$ cat src/rtl/fifo_arb_pkg.sv
// Shared types and width helpers for the FIFO write-port arbiter.
package fifo_arb_pkg;

  typedef enum logic {
    IDLE  = 1'b0,
    BURST = 1'b1
  } arb_state_e;

  // Index width for n requesters; never collapses to zero bits.
  function automatic int unsigned idx_w(input int unsigned n);
    return (n > 1) ? $clog2(n) : 1;
  endfunction

  // Beat counter width; one spare bit above the max burst index.
  function automatic int unsigned cnt_w(input int unsigned m);
    return $clog2(m) + 1;
  endfunction

  localparam int unsigned NREQ_DEF      = 4;
  localparam int unsigned MAX_BURST_DEF = 4;
  localparam int unsigned OWNER_W       = idx_w(NREQ_DEF);
  localparam int unsigned CNT_W         = cnt_w(MAX_BURST_DEF);

endpackage

$ cat src/rtl/rr_picker.sv
// Combinational round-robin picker: first unmasked request at or after start, wrapping.
module rr_picker #(
  parameter int unsigned NREQ = 4,
  parameter int unsigned OW   = 2
) (
  input  logic [NREQ-1:0] req,
  input  logic [NREQ-1:0] mask,
  input  logic [OW-1:0]   start,
  output logic            valid,
  output logic [OW-1:0]   idx
);

  logic [NREQ-1:0] w_cand;
  logic [OW-1:0]   w_k;

  assign w_cand = req & ~mask;

  // Scan from the farthest offset down so the nearest candidate is written last and wins.
  always_comb begin
    valid = 1'b0;
    idx   = '0;
    w_k   = '0;
    for (int i = int'(NREQ) - 1; i >= 0; i--) begin
      w_k = OW'((int'(start) + i) % int'(NREQ));
      if (w_cand[w_k]) begin
        valid = 1'b1;
        idx   = w_k;
      end
    end
  end

endmodule

$ cat src/rtl/sync_fifo_wr_arbiter.sv
// Round-robin burst arbiter sharing one FIFO write port between NREQ producers.
module sync_fifo_wr_arbiter
  import fifo_arb_pkg::*;
#(
  parameter int unsigned NREQ      = NREQ_DEF,
  parameter int unsigned DWIDTH    = 16,
  parameter int unsigned MAX_BURST = MAX_BURST_DEF
) (
  input  logic                   clk,
  input  logic                   rstn,
  input  logic [NREQ-1:0]        req,
  input  logic [NREQ-1:0]        last,
  input  logic [NREQ*DWIDTH-1:0] din_flat,
  input  logic                   fifo_full,
  output logic [NREQ-1:0]        gnt,
  output logic [NREQ-1:0]        ack,
  output logic                   fifo_wr_en,
  output logic [DWIDTH-1:0]      fifo_din,
  output logic                   busy
);

  localparam int unsigned     OW         = idx_w(NREQ);
  localparam int unsigned     CW         = cnt_w(MAX_BURST);
  localparam logic [OW-1:0]   LAST_IDX   = OW'(NREQ - 1);
  localparam logic [CW-1:0]   FINAL_BEAT = CW'(MAX_BURST - 1);

  arb_state_e      r_state, w_state_nxt;
  logic [OW-1:0]   r_owner, w_owner_nxt;
  logic [OW-1:0]   r_last_owner, w_last_owner_nxt;
  logic [CW-1:0]   r_beat_cnt, w_beat_cnt_nxt;
  logic [NREQ-1:0] r_gnt, w_gnt_nxt;

  logic [DWIDTH-1:0] w_din [NREQ];
  logic              w_own_req;
  logic              w_xfer;
  logic              w_abort;
  logic              w_end;
  logic [OW-1:0]     w_base;
  logic [OW-1:0]     w_start;
  logic [NREQ-1:0]   w_owner_oh;
  logic [NREQ-1:0]   w_mask;
  logic              w_pick_vld;
  logic [OW-1:0]     w_pick_idx;
  logic [NREQ-1:0]   w_pick_oh;

  // Unpack the flat requester data bus.
  always_comb begin
    for (int i = 0; i < int'(NREQ); i++) begin
      w_din[i] = din_flat[i*DWIDTH +: DWIDTH];
    end
  end

  assign w_owner_oh = NREQ'(1) << r_owner;
  assign w_own_req  = req[r_owner];
  assign w_xfer     = (r_state == BURST) && w_own_req && !fifo_full;
  assign w_abort    = (r_state == BURST) && !w_own_req;
  assign w_end      = w_abort || (w_xfer && (last[r_owner] || (r_beat_cnt == FINAL_BEAT)));

  // Priority starts just past the most recent owner; at burst end that is the current owner.
  assign w_base    = (r_state == BURST) ? r_owner : r_last_owner;
  assign w_start   = (w_base == LAST_IDX) ? '0 : w_base + OW'(1);
  assign w_mask    = w_abort ? w_owner_oh : '0;
  assign w_pick_oh = NREQ'(1) << w_pick_idx;

  rr_picker #(
    .NREQ (NREQ),
    .OW   (OW)
  ) u_picker (
    .req   (req),
    .mask  (w_mask),
    .start (w_start),
    .valid (w_pick_vld),
    .idx   (w_pick_idx)
  );

  // State, ownership, beat count and grant registers.
  always_ff @(posedge clk or negedge rstn) begin
    if (!rstn) begin
      r_state      <= IDLE;
      r_owner      <= '0;
      r_last_owner <= LAST_IDX;
      r_beat_cnt   <= '0;
      r_gnt        <= '0;
    end else begin
      r_state      <= w_state_nxt;
      r_owner      <= w_owner_nxt;
      r_last_owner <= w_last_owner_nxt;
      r_beat_cnt   <= w_beat_cnt_nxt;
      r_gnt        <= w_gnt_nxt;
    end
  end

  // Next-state: grant on any request in IDLE; count beats and re-arbitrate at burst end.
  always_comb begin
    w_state_nxt      = r_state;
    w_owner_nxt      = r_owner;
    w_last_owner_nxt = r_last_owner;
    w_beat_cnt_nxt   = r_beat_cnt;
    w_gnt_nxt        = r_gnt;
    case (r_state)
      IDLE: begin
        w_gnt_nxt = '0;
        if (w_pick_vld) begin
          w_state_nxt    = BURST;
          w_owner_nxt    = w_pick_idx;
          w_gnt_nxt      = w_pick_oh;
          w_beat_cnt_nxt = '0;
        end
      end
      BURST: begin
        if (w_xfer) begin
          w_beat_cnt_nxt = r_beat_cnt + CW'(1);
        end
        if (w_end) begin
          w_last_owner_nxt = r_owner;
          w_beat_cnt_nxt   = '0;
          if (w_pick_vld) begin
            w_owner_nxt = w_pick_idx;
            w_gnt_nxt   = w_pick_oh;
          end else begin
            w_state_nxt = IDLE;
            w_gnt_nxt   = '0;
          end
        end
      end
      default: begin
        w_state_nxt = IDLE;
        w_gnt_nxt   = '0;
      end
    endcase
  end

  assign gnt        = r_gnt;
  assign busy       = (r_state == BURST);
  assign ack        = w_xfer ? w_owner_oh : '0;
  assign fifo_wr_en = w_xfer;
  assign fifo_din   = w_xfer ? w_din[r_owner] : '0;

endmodule

$ cat config.mk
export PLATFORM = sky130hd
export DESIGN_NAME = sync_fifo_wr_arbiter
export DESIGN_NICKNAME = d
export VERILOG_FILES = /design/src/rtl/fifo_arb_pkg.sv /design/src/rtl/rr_picker.sv /design/src/rtl/sync_fifo_wr_arbiter.sv
export SDC_FILE = /design/constraint.sdc
export NUM_CORES = 1
export LEC_CHECK = 0
export CAP_MARGIN = 20
export CORE_MARGIN = 2
export CORE_UTILIZATION = 35
export CTS_BUF_LIST = sky130_fd_sc_hd__clkbuf_8 sky130_fd_sc_hd__clkbuf_16
export DETAILED_ROUTE_END_ITERATION = 8
export PLACE_DENSITY_LB_ADDON = 0.2
export SKIP_CTS_REPAIR_TIMING = 1
export SLEW_MARGIN = 10
export SYNTH_ARGS = -nofsm -noshare
export SYNTH_HDL_FRONTEND = slang
export SYNTH_SLANG_ARGS = --single-unit
$ cat constraint.sdc
create_clock -name clk -period 7.07 [get_ports clk]
set_clock_uncertainty 0.2 [all_clocks]
set_input_delay 1.414 -clock clk [delete_from_list [all_inputs] [get_ports clk]]
set_output_delay 1.414 -clock clk [all_outputs]
set_load 0.02 [all_outputs]
==> impl_metrics.yaml <==
run_status:
  status: "finished clean"
drt:
  vias: 1340
  postRouteAntennaNets: 0
  vias_per_cell: 5.339
  drc_errors: 0
  wl_mm: 4.503
  drt_pre_antenna_iters: 4
  drt-initial-drc-count: 80
  wire_per_inst_um: 17.94
clocking:
  cts.clk_slew.worst_paths_ns: 0.05
  clockBufferDepth: 2
  root_buffer: "clkbuf_8"
  cts_buffers: 3
  cts.sinks: 12
  worstSkewPairLatency_ns: 0.24
  htreeDepth: 1
  cts_tree: "yes"
critical_path:
  crit_slowest_cell: "clkdlybuf4s50_1"
  cp.depth: 7
  rr_endpoint: "gnt[1]"
  cp_max_fo: 19
  ff2ff_setup_slack_ns: 4.21
  cp_top_family: "buffers and inverters"
  worstReg2RegStart: "r_owner[1]"
  cp.required_ns: 5.46
  crit_type: "input port to primary output"
  cp_num_buf_inv: 3
  reg2reg_depth: 4
  crit_path_end_kind: "primary output"
  path_cells: "clkdlybuf4s50_1, mux4_2, and2_0, nand2b_1, inv_2, and3_1, clkdlybuf4s50_1"
  worstPathArrival_ns: 3.87
  startpoint_type: "input port"
  cpPeakStageDelay_ns: 0.61
  cpMostUsedCell: "clkdlybuf4s50_1"
floorplan:
  die_h_um: 63.37
  ioPinCount: 101
  rows: 21
  initial_utilization: 0.3668
  die_x_um: 63.37
  dieArea_sq_um: 4016
  core_sq_um: 3363
placed_design:
  dp_cells: 247
  io_buffer_count: 100
  post-dp-hpwl_mm: 3.681
  gp_congestion: 0.7928
pwr:
  power_leakage_nw: 0.8870
  vdd_drop_max_uv: 201.2
  power.density_nw_per_um2: 294.5
  p_total_uw: 678.5
hold_path:
  hold_path_depth: 2
  min_from: "r_beat_cnt[2]"
  min_to: "r_beat_cnt[2]"
  hold_path_class: "flop to flop"
run:
  max_cap_violations: 0
global_route:
  grt_overflow: 0
  grt_pass1_vias: 1414
  grt_max_degree: 26
  grt_usage: 0.2272
  antenna_found_initial: 0
  grt_pass1_wl_mm: 7.210
timing:
  min_period_ns: 5.483
  slew_violations: 0
  clock.fmax_mhz: 182.4
  setup-violations-final: 0
  rsz0062_at_grt: "false"
  tns_ns: 0
  slew_headroom: 0.3266
  finalCritPeriodShare: 0.7755
  worst_pin_slew_ns: 1.010
  hold_viol_final: 0
finish:
  num_antenna_cells: 0
  stdcell_count: 251
  fill_cells: 275
  final_nets: 283
  syn2layout_area_growth_pct: 86.71
  drive_above_1_share: 0.1561
yosys:
  yosysTopAreaCell: "mux4_2"
  ys_seq_area_frac: 0.2454
  syn_area_sq_um: 1234
  ys_types: 35
  yosysTopAreaCellShare: 0.3286
  yosys_warnings: 0
  synth.area.top_cells: "mux4_2 (33%), dfrtp_1 (20%), and2_1 (8.6%)"
  synth_nets: 186
  ys_seq_elements: 12
  syn_avg_cell_area_sq_um: 11.32
  synth_cells: 109
==> state kept, by name (all words and copies together), names as in the netlist <==
| name | cells |
|---|---|
| r_last_owner | 2 |
| r_beat_cnt | 3 |
| busy | 1 |
| gnt | 4 |
| r_owner | 2 |
==> power by group <==
group | switching, mW | total, mW | internal (mW)
combinational | 0.202 | 0.467 | 0.265
clock | 0.0249 | 0.0740 | 0.0492
sequential | 0.0394 | 0.137 | 0.0980
==> cells in the final DEF (no fill, tap or decap), drive strengths merged, types with 3 or more instances in the layout <==
cell and count:
nand2 3, dfrtp 10, and2 19, mux2 4, mux4 18, clkdlybuf4s50 100, o21ai 4, clkbuf 4
nand3 5, inv 6
==> tightest hold or removal path, delay by kind of cell, from the launching register on <==
family | cells | cell delay, ns
compound gates | 1 | 0.06
flops | 1 | 0.35
simple gates | 1 | 0.05
==> cell usage after synthesis <==
library cell	number
clkbuf_1	5
o31ai_1	2
o2bb2ai_1	1
nor3_1	2
mux4_2	18
buf_2	2
a211o_1	1
ha_1	2
o21ai_0	4
nor2_1	1
and2_1	17
nand4b_1	1
o21a_1	1
inv_1	5
nor4_1	1
nand3_1	5
o211a_1	2
dfrtp_1	10
o21bai_2	1
a21oi_1	2
buf_6	2
and2_0	1
o211ai_1	1
nand2_1	3
mux2_2	4
mux2i_1	2
and2_4	1
nand2b_1	2
o22ai_1	1
and3_1	2
inv_2	1
dfstp_2	2
o41ai_1	2
a221o_1	1
a21boi_0	1
==> cells by family after synthesis <==
kind of cell | Yosys count | synth area share
simple gates | 36 | 0.1714
mux | 24 | 0.3813
compound gates | 20 | 0.1217
buf+inv | 15 | 0.05984
flops | 12 | 0.2454
fa+ha+maj | 2 | 0.02028
==> layout make-up <==
type,count,area (sq um),share of cell area
sequential,12,302.8,0.1315
tap,46,57.56,0.02499
timing repair buffer,101,1008,0.4378
multi-input combinational,82,857.1,0.3721
clock buffer,4,55.05,0.02390
inverter,6,22.52,0.009777
==> per-layer routing <==
layer  share of wire  up-vias  wire (um)  GRT usage
li1                -      613          -          -
met1            0.37      642       1683     0.2648
met2            0.53       77       2390     0.4171
met3           0.075        8        339    0.03750
met4           0.020        0         91    0.07880
met5               0        -          0          0
==> through the flow <==
stage	area [sq um]	worst slack [ns]	hold WS [ns]	util
after floorplan	1234	2.691	0.2498	-
after global placement	2248	1.716	0.2617	0.6685
after detailed placement	2248	1.613	0.2844	0.6685
after CTS	2303	1.604	0.2957	0.6849
after global routing	2303	1.488	0.3383	0.6849
final	2303	1.587	0.2925	0.6849
==> how the worst max path moves through the flow <==
| stage | slack [ns] | from | to |
|---|---|---|---|
| after floorplan | 2.69 | req[3] | fifo_din[12] |
| after CTS | 1.60 | req[3] | ack[2] |
| final | 1.59 | req[3] | ack[2] |
| after global routing | 1.49 | req[3] | ack[3] |
| after global placement | 1.72 | req[3] | ack[2] |
| after detailed placement | 1.61 | req[3] | ack[2] |
No activity file was read; power rests on OpenSTA's default activity.
